File: src/rtl/pc_fetch_ctrl.sv
// rtl/pc_fetch_ctrl.sv - program counter owner with branch/jump redirect, stall, halt and run/step control
//
// Purpose: holds the fetch address, redirects it on taken branches and jumps
// resolved in decode, raises a one-cycle IF/ID flush for the single wrong-path
// fetch, and gates pipeline advance by run/step mode, hazard stalls and HALT.
//
// Ports:
//   clock, reset      rising-edge clock, synchronous active-high reset
//   run_i, step_i,    debug run/step control; step_mode_i picks STEP vs RUN
//   step_mode_i         when leaving IDLE
//   stall_i           load-use stall from the hazard unit
//   branch_i,         conditional branch in decode (BEQ/BNE), operand
//   branch_ne_i,        equality and target
//   is_equal_i,
//   branch_addr_i
//   jump_i,           unconditional jump in decode and its target
//   jump_addr_i
//   halt_i            HALT in decode
//   pc_o, pc_plus1_o  current fetch address and its successor
//   advance_o         pipeline-register enable for this cycle
//   flush_o           clear IF/ID on this edge
//   halted_o          core has executed HALT
//   cycles_o          saturating count of advance cycles since reset
module pc_fetch_ctrl #(
  parameter int ADDR_W = 7,
  parameter int CNT_W  = 32
) (
  input  logic              clock,
  input  logic              reset,
  input  logic              run_i,
  input  logic              step_i,
  input  logic              step_mode_i,
  input  logic              stall_i,
  input  logic              branch_i,
  input  logic              branch_ne_i,
  input  logic              is_equal_i,
  input  logic [ADDR_W-1:0] branch_addr_i,
  input  logic              jump_i,
  input  logic [ADDR_W-1:0] jump_addr_i,
  input  logic              halt_i,
  output logic [ADDR_W-1:0] pc_o,
  output logic [ADDR_W-1:0] pc_plus1_o,
  output logic              advance_o,
  output logic              flush_o,
  output logic              halted_o,
  output logic [CNT_W-1:0]  cycles_o
);

  typedef enum logic [1:0] {
    IDLE   = 2'd0,
    RUN    = 2'd1,
    STEP   = 2'd2,
    HALTED = 2'd3
  } state_t;

  state_t state, state_next;

  logic active;
  logic take_branch;
  logic redirect;

  always_ff @(posedge clock) begin
    if (reset) begin
      state <= IDLE;
    end else begin
      state <= state_next;
    end
  end

  always_comb begin
    state_next  = state;
    active      = 1'b0;
    take_branch = branch_i & (is_equal_i ^ branch_ne_i);
    advance_o   = 1'b0;
    redirect    = 1'b0;
    flush_o     = 1'b0;

    case (state)
      IDLE: begin
        if (step_mode_i) begin
          state_next = STEP;
        end else if (run_i) begin
          state_next = RUN;
        end
      end
      RUN:     active = 1'b1;
      STEP:    active = step_i;
      default: active = 1'b0;
    endcase

    // HALT only takes effect on a cycle that would otherwise execute.
    if (active && halt_i) begin
      state_next = HALTED;
    end

    // Reset overrides everything, including a redirect decided this cycle.
    advance_o = active & ~stall_i & ~halt_i & ~reset;
    redirect  = advance_o & (jump_i | take_branch);
    flush_o   = redirect;
  end

  assign halted_o   = (state == HALTED);
  assign pc_plus1_o = pc_o + ADDR_W'(1);

  // A stalled branch does not redirect; it is re-evaluated once the stall
  // drops and forwarded operands are valid.
  always_ff @(posedge clock) begin
    if (reset) begin
      pc_o <= '0;
    end else if (advance_o) begin
      if (jump_i) begin
        pc_o <= jump_addr_i;
      end else if (take_branch) begin
        pc_o <= branch_addr_i;
      end else begin
        pc_o <= pc_plus1_o;
      end
    end
  end

  always_ff @(posedge clock) begin
    if (reset) begin
      cycles_o <= '0;
    end else if (advance_o && (cycles_o != {CNT_W{1'b1}})) begin
      cycles_o <= cycles_o + CNT_W'(1);
    end
  end

endmodule

File: config.mk
export PLATFORM = sky130hd
export DESIGN_NAME = pc_fetch_ctrl
export DESIGN_NICKNAME = d
export VERILOG_FILES = /design/src/rtl/pc_fetch_ctrl.sv
export SDC_FILE = /design/constraint.sdc
export NUM_CORES = 1
export LEC_CHECK = 0
export BUFFER_PORTS_ARGS = -buffer_cell sky130_fd_sc_hd__buf_2
export CAP_MARGIN = 20
export CORE_ASPECT_RATIO = 0.75
export CORE_MARGIN = 10
export CORE_UTILIZATION = 40
export CTS_CLUSTER_DIAMETER = 30
export DETAILED_ROUTE_END_ITERATION = 12
export MAX_ROUTING_LAYER = met4
export PLACE_DENSITY = 0.68
export SETUP_SLACK_MARGIN = 0.5
export SYNTH_ARGS = -nofsm -noshare
export SYNTH_HDL_FRONTEND = slang
export SYNTH_SLANG_ARGS = --single-unit
File: constraint.sdc
create_clock -name clock -period 2.2 [get_ports clock]
set_input_delay 0.44 -clock clock [delete_from_list [all_inputs] [get_ports clock]]
set_output_delay 0.44 -clock clock [all_outputs]
set_load 0.01 [all_outputs]
==> impl_metrics.csv, run 1 <==
group,metric,value,unit
global_route,globalRouteOverflowTotal,0,
finish,fin_cells,469,
sta,worst_slack,-0.00693,ns
cts,holdBufCountCts,0,
synth,synth_edf_count,0,
global_route,grt_pass1_wl,12.4,mm
global_route,busiest_layer,"met2",
cts,clock_path_buffers,2,
placement,post-place-cells,432,
placement,dp_hpwl,5.26,mm
placement,port_buffers,73,
critical_path,cp_data_arrival_time,2.43,ns
power_and_ir_drop,ir_drop,0.000246,V
finish,area_delta_synth_final,62.9,%
sta,grt_setup_unrepaired,"true",
route,first_iter_violations,161,
floorplan,die_x,107,um
cts,numCtsBuffers,5,
sta,max_clock_freq,0.453,GHz
synth,syn_avg_cell_area,8.39,sq um
run_status,outcome,"finished with violations",
placement,routabilityCongestion,0.860,
synth,netlist_instances,269,
route,wirelength,8.57,mm
cts,numClockSinks,41,
global_route,grt_pass1_vias,2503,
synth,syn_area,0.00226,sq mm
critical_path,cp_slowest_cell,"or4_4",
synth,async_flop_share,0,
sta,skew,0.00757,ns
route,viasPerCell,5.57,
finish,fin_nets,425,
power_and_ir_drop,p_comb_frac,0.147,
critical_path,critPathCaptureType,"register",
route,avgRoutedWirePerCell,18.3,um
sta,maxSlewHeadroom,0.638,
synth,yosys_warnings,0,
synth,ys_ff_latch,41,
route,drtPass1Iterations,4,
synth,ys_seq_area_frac,0.364,
run_status,violations,"negative setup slack",
floorplan,dieArea,0.00907,sq mm
floorplan,num_io_pins,74,
cts,root_buffer,"clkbuf_8",
global_route,gr-usage-met1,0.208,
sta,finalMaxSlewViolations,0,
cts,cts-htree-levels,2,
floorplan,rows,23,
cts,clk_pin_slew,0.08,ns
critical_path,path_cells,"and4_1, nand2_1, or4_4, or3_1, a21oi_1",
finish,utilization,0.679,
floorplan,initial_core_util,0.417,
cts,cts_tree,"built",
power_and_ir_drop,p_sw,380,uW
synth,ys_dominant_reg_cell,"dfxtp_1",
global_route,grt_max_degree,37,
power_and_ir_drop,p_clk_frac,0.344,
finish,layout_common_cells,"buf_2, buf_4, dfxtp_1, buf_6, nor2_1",
floorplan,core_area,0.00541,sq mm
global_route,use_met2,0.272,
sta,fin_crit,2.21,ns
critical_path,critPathMaxStageDelay,0.62,ns
global_route,gr-usage-met3,0.0363,
route,dr_total_vias,2613,
power_and_ir_drop,internal-power,1.11,mW
synth,synth_fp_nets,300,
sta,finalSetupViolCount,1,
finish,antenna_cells,0,
route,drtAntennaViolNets,0,
synth,netlist-cell-type-count,47,
power_and_ir_drop,switching_share,0.256,
cts,clock_latency,0.30,ns
route,drc_errors,0,
sta,period_share,1.00,
global_route,grt_antenna_before_repair,0,
critical_path,path_class,"reg2reg",
min_path,hp-class,"in2reg",
power_and_ir_drop,pwr_density_cell,405,mW/mm^2
sta,worst_pin_slew,0.539,ns
critical_path,cp-start-kind,"register",
critical_path,required,2.42,ns
critical_path,critPathMaxFanout,8,
global_route,gr-usage-all-layers,0.168,
finish,drive_gt1_frac,0.541,
sta,hold_viol,0,
finish,layout_commonest_cell,"buf_2",
floorplan,die_h,85.0,um
run,drv_cap,0,
power_and_ir_drop,p_leak,1.57,nW
power_and_ir_drop,power_frac_seq,0.509,
-- registers in the layout (all words and copies together), names as in the netlist --
| signal | count |
|---|---|
| cycles_o | 32 |
| pc_o | 7 |
| state | 2 |
-- cell families after synthesis --
kind of cell,synth area share
mux,0.0377
fa+ha+maj,0.0333
flops,0.364
buf+inv,0.0482
xor+xnor,0.0699
compound gates,0.186
simple gates,0.261
-- repair_timing --
action	CTS	global route
buffers inserted	21	9
resized for setup	56	50
pin swaps	20	14
endpoints found under the setup margin	43	46
-- critical path, delay by kind of cell, from the launching register on --
kind	cells	cell delay, ns
simple gates	4	1.55
compound gates	1	0.14
flops	1	0.44
-- final timing paths --
kind,end,slack [ns],cells after the start,from
min,pc_o[2]$_SDFFE_PP0P_,0.42,3,jump_addr_i[2]
max,cycles_o[25]$_SDFFE_PP0P_,-0.007,5,cycles_o[14]$_SDFFE_PP0P_
max reg2reg,cycles_o[25]$_SDFFE_PP0P_,-0.007,5,cycles_o[14]$_SDFFE_PP0P_
min reg2reg,cycles_o[11]$_SDFFE_PP0P_,0.49,2,cycles_o[11]$_SDFFE_PP0P_
-- power by group through the flow --
| stage | registers, mW | clock network (mW) | logic [mW] |
|---|---|---|---|
| 3_3_place_gp | 0.774 | 0 | 0.160 |
| 6_report | 0.756 | 0.512 | 0.219 |
| 4_1_cts | 0.756 | 0.507 | 0.205 |
| 5_1_grt | 0.757 | 0.543 | 0.237 |
| 3_5_place_dp | 0.774 | 0 | 0.168 |
| 2_1_floorplan | 0.777 | 0 | 0.0901 |
-- cells in the mapped netlist (5+ instances only) --
library cell | number | area share
or4_1 | 8 | 0.027
or3_1 | 7 | 0.019
ha_1 | 6 | 0.033
nand4_1 | 9 | 0.025
dfxtp_1 | 41 | 0.36
xnor2_1 | 15 | 0.058
nand2_1 | 20 | 0.033
nand3_1 | 13 | 0.029
clkbuf_1 | 9 | 0.015
o31ai_1 | 5 | 0.017
a21oi_1 | 26 | 0.058
inv_1 | 12 | 0.020
nor2_1 | 21 | 0.035
o21ai_0 | 12 | 0.027
-- per-layer routing --
layer | vias to the layer above | routed length (um)
met2 | 87 | 4200
met4 | 0 | 231
met1 | 1264 | 3710
li1 | 1237 | -
met5 | - | 0
met3 | 25 | 423
-- metrics by stage --
stage / instance area, sq um / TNS [ns] / worst slack [ns] / hold slack (ns) / power, mW
2_1_floorplan: 2300 / -0.200 / -0.0536 / 0.504 / 0.867
6_report: 3670 / -0.00693 / -0.00693 / 0.424 / 1.49
4_1_cts: 3400 / 0 / 0.0493 / 0.411 / 1.47
3_3_place_gp: 2900 / 0 / 0.00294 / 0.479 / 0.934
3_5_place_dp: 2900 / -0.157 / -0.0524 / 0.497 / 0.942
5_1_grt: 3670 / -0.459 / -0.106 / 0.435 / 1.54
-- layout make-up --
cell class	instances	area [sq um]
fillers	399	1740
multi-input cells	202	1680
repair buffers	131	910
flip-flops and latches	41	848
well taps	75	93.8
clock buffers	7	86.3
inverters	13	53.8
(Power assumes the default switching activity.)
==> run 2: changes to the inputs <==
--- a/config.mk
+++ b/config.mk
@@ -10,6 +10,7 @@
 export CORE_ASPECT_RATIO = 0.75
 export CORE_MARGIN = 10
 export CORE_UTILIZATION = 40
+export CTS_BUF_LIST = sky130_fd_sc_hd__clkbuf_8 sky130_fd_sc_hd__clkbuf_16
 export CTS_CLUSTER_DIAMETER = 30
 export DETAILED_ROUTE_END_ITERATION = 12
 export MAX_ROUTING_LAYER = met4
==> impl_metrics.csv, run 2 (synthesis results as in run 1) <==
group,metric,value,unit
sta,fin_setup_tns,-0.00692,ns
finish,layout_commonest_cell,"buf_2",
sta,max_clock_freq,0.453,GHz
global_route,gr-usage-all-layers,0.168,
cts,clock_latency,0.30,ns
sta,maxSlewHeadroom,0.639,
sta,finalSetupViolCount,1,
finish,top_regs,"cycles_o (32), pc_o (7), state (2)",
critical_path,path_class,"reg2reg",
finish,fin_nets,425,
global_route,grt_pass1_vias,2503,
floorplan,rows,23,
finish,largest_reg_flops,32,
critical_path,critPathMaxStageDelay,0.62,ns
power_and_ir_drop,pwr_density_cell,403,mW/mm^2
global_route,busiest_layer,"met2",
placement,dp_hpwl,5.26,mm
power_and_ir_drop,ir_drop,0.000245,V
floorplan,num_io_pins,74,
global_route,grt_antenna_before_repair,0,
critical_path,cp-start-kind,"register",
run_status,outcome,"finished with violations",
run,drv_cap,0,
floorplan,dieArea,0.00907,sq mm
route,dr_total_vias,2616,
sta,grt_setup_unrepaired,"true",
route,viasPerCell,5.58,
cts,clk_pin_slew,0.08,ns
route,drc_errors,0,
critical_path,cp_slowest_cell,"or4_4",
placement,place_ws,-0.0524,ns
sta,finalMaxSlewViolations,0,
cts,numClockSinks,41,
sta,period_share,1.00,
finish,area_delta_synth_final,62.9,%
global_route,use_met2,0.272,
route,first_iter_violations,161,
floorplan,die_h,85.0,um
cts,cts_tree,"built",
critical_path,required,2.42,ns
sta,worst_slack,-0.00692,ns
sta,fin_crit,2.21,ns
floorplan,core_area,0.00541,sq mm
finish,fillers,399,
finish,layout_common_cells,"buf_2, buf_4, dfxtp_1, buf_6, nor2_1",
finish,regArea,848,sq um
sta,hold_viol,0,
cts,root_buffer,"clkbuf_8",
critical_path,critPathCaptureType,"register",
cts,cts-htree-levels,2,
sta,skew,0.00832,ns
power_and_ir_drop,p_leak,1.57,nW
min_path,hp-class,"in2reg",
route,drtPass1Iterations,4,
route,avgRoutedWirePerCell,18.3,um
critical_path,cp_data_arrival_time,2.43,ns
critical_path,path_cells,"and4_1, nand2_1, or4_4, or3_1, a21oi_1",
global_route,globalRouteOverflowTotal,0,
run_status,violations,"negative setup slack",
critical_path,critPathMaxFanout,8,
route,drtAntennaViolNets,0,
route,wirelength,8.57,mm
floorplan,initial_core_util,0.417,
finish,utilization,0.679,
global_route,gr-usage-met1,0.208,
global_route,grt_max_degree,37,
cts,numCtsBuffers,5,
placement,routabilityCongestion,0.860,
global_route,grt_pass1_wl,12.4,mm
finish,regMostFlops,"cycles_o",
cts,holdBufCountCts,0,
placement,port_buffers,73,
finish,multi_input_area,0.00168,sq mm
finish,antenna_cells,0,
finish,drive_gt1_frac,0.541,
floorplan,die_x,107,um
cts,clock_path_buffers,2,
global_route,gr-usage-met3,0.0363,
sta,worst_pin_slew,0.537,ns
## run 2: cell count changes in the layout (fill, tap and decap cells not counted)
cell / change
inv_1: +1
clkbuf_1: -1
## run 2: what timing repair did
item / in CTS / in global routing
pin swaps: 20 / 14
buffers inserted: 21 / 9
setup endpoints to repair: 43 / 46
resized for setup: 56 / 50
## run 2: power breakdown
part / switching, mW / leakage [nW] / internal [mW] / total (mW)
logic: 0.110 / 1.18 / 0.109 / 0.219
clock network: 0.261 / 0.0485 / 0.245 / 0.506
registers: 0.00791 / 0.340 / 0.748 / 0.756
total: 0.379 / 1.57 / 1.10 / 1.48
## run 2: final timing paths
kind / start / to / slack [ns] / cells after the start
min: jump_addr_i[2] / pc_o[2]$_SDFFE_PP0P_ / 0.42 / 3
min reg2reg: cycles_o[11]$_SDFFE_PP0P_ / cycles_o[11]$_SDFFE_PP0P_ / 0.49 / 2
max reg2reg: cycles_o[14]$_SDFFE_PP0P_ / cycles_o[25]$_SDFFE_PP0P_ / -0.007 / 5
max: cycles_o[14]$_SDFFE_PP0P_ / cycles_o[25]$_SDFFE_PP0P_ / -0.007 / 5
## run 2: final cells by class
type                            count  area share
Multi-Input combinational cell    202       0.458
Timing Repair Buffer              131       0.248
Sequential cell                    41       0.231
Tap cell                           75      0.0255
Clock buffer                        6      0.0225
Inverter                           13      0.0146
Clock inverter                      1     0.00102
## run 2: metal layers
metal | vias up | part of all wire
met2 | 87 | 0.49
li1 | 1237 | -
met4 | 0 | 0.027
met1 | 1267 | 0.43
met5 | - | 0
met3 | 25 | 0.049
## run 2: critical path: cells and delay by family (launching register included)
kind / cells / cell delay [ns]
AO/OA/AOI/OAI: 1 / 0.14
flip-flops: 1 / 0.44
AND/OR/NAND/NOR: 4 / 1.55
## run 2: metrics by stage
stage | cells | power [mW] | hold slack, ns | area, sq um
floorplan | 269 | 0.867 | 0.504 | 2300
detailed placement | 432 | 0.942 | 0.497 | 2900
global route | 469 | 1.53 | 0.435 | 3670
global placement | 432 | 0.934 | 0.479 | 2900
finish | 469 | 1.48 | 0.425 | 3670
CTS | 460 | 1.46 | 0.411 | 3400
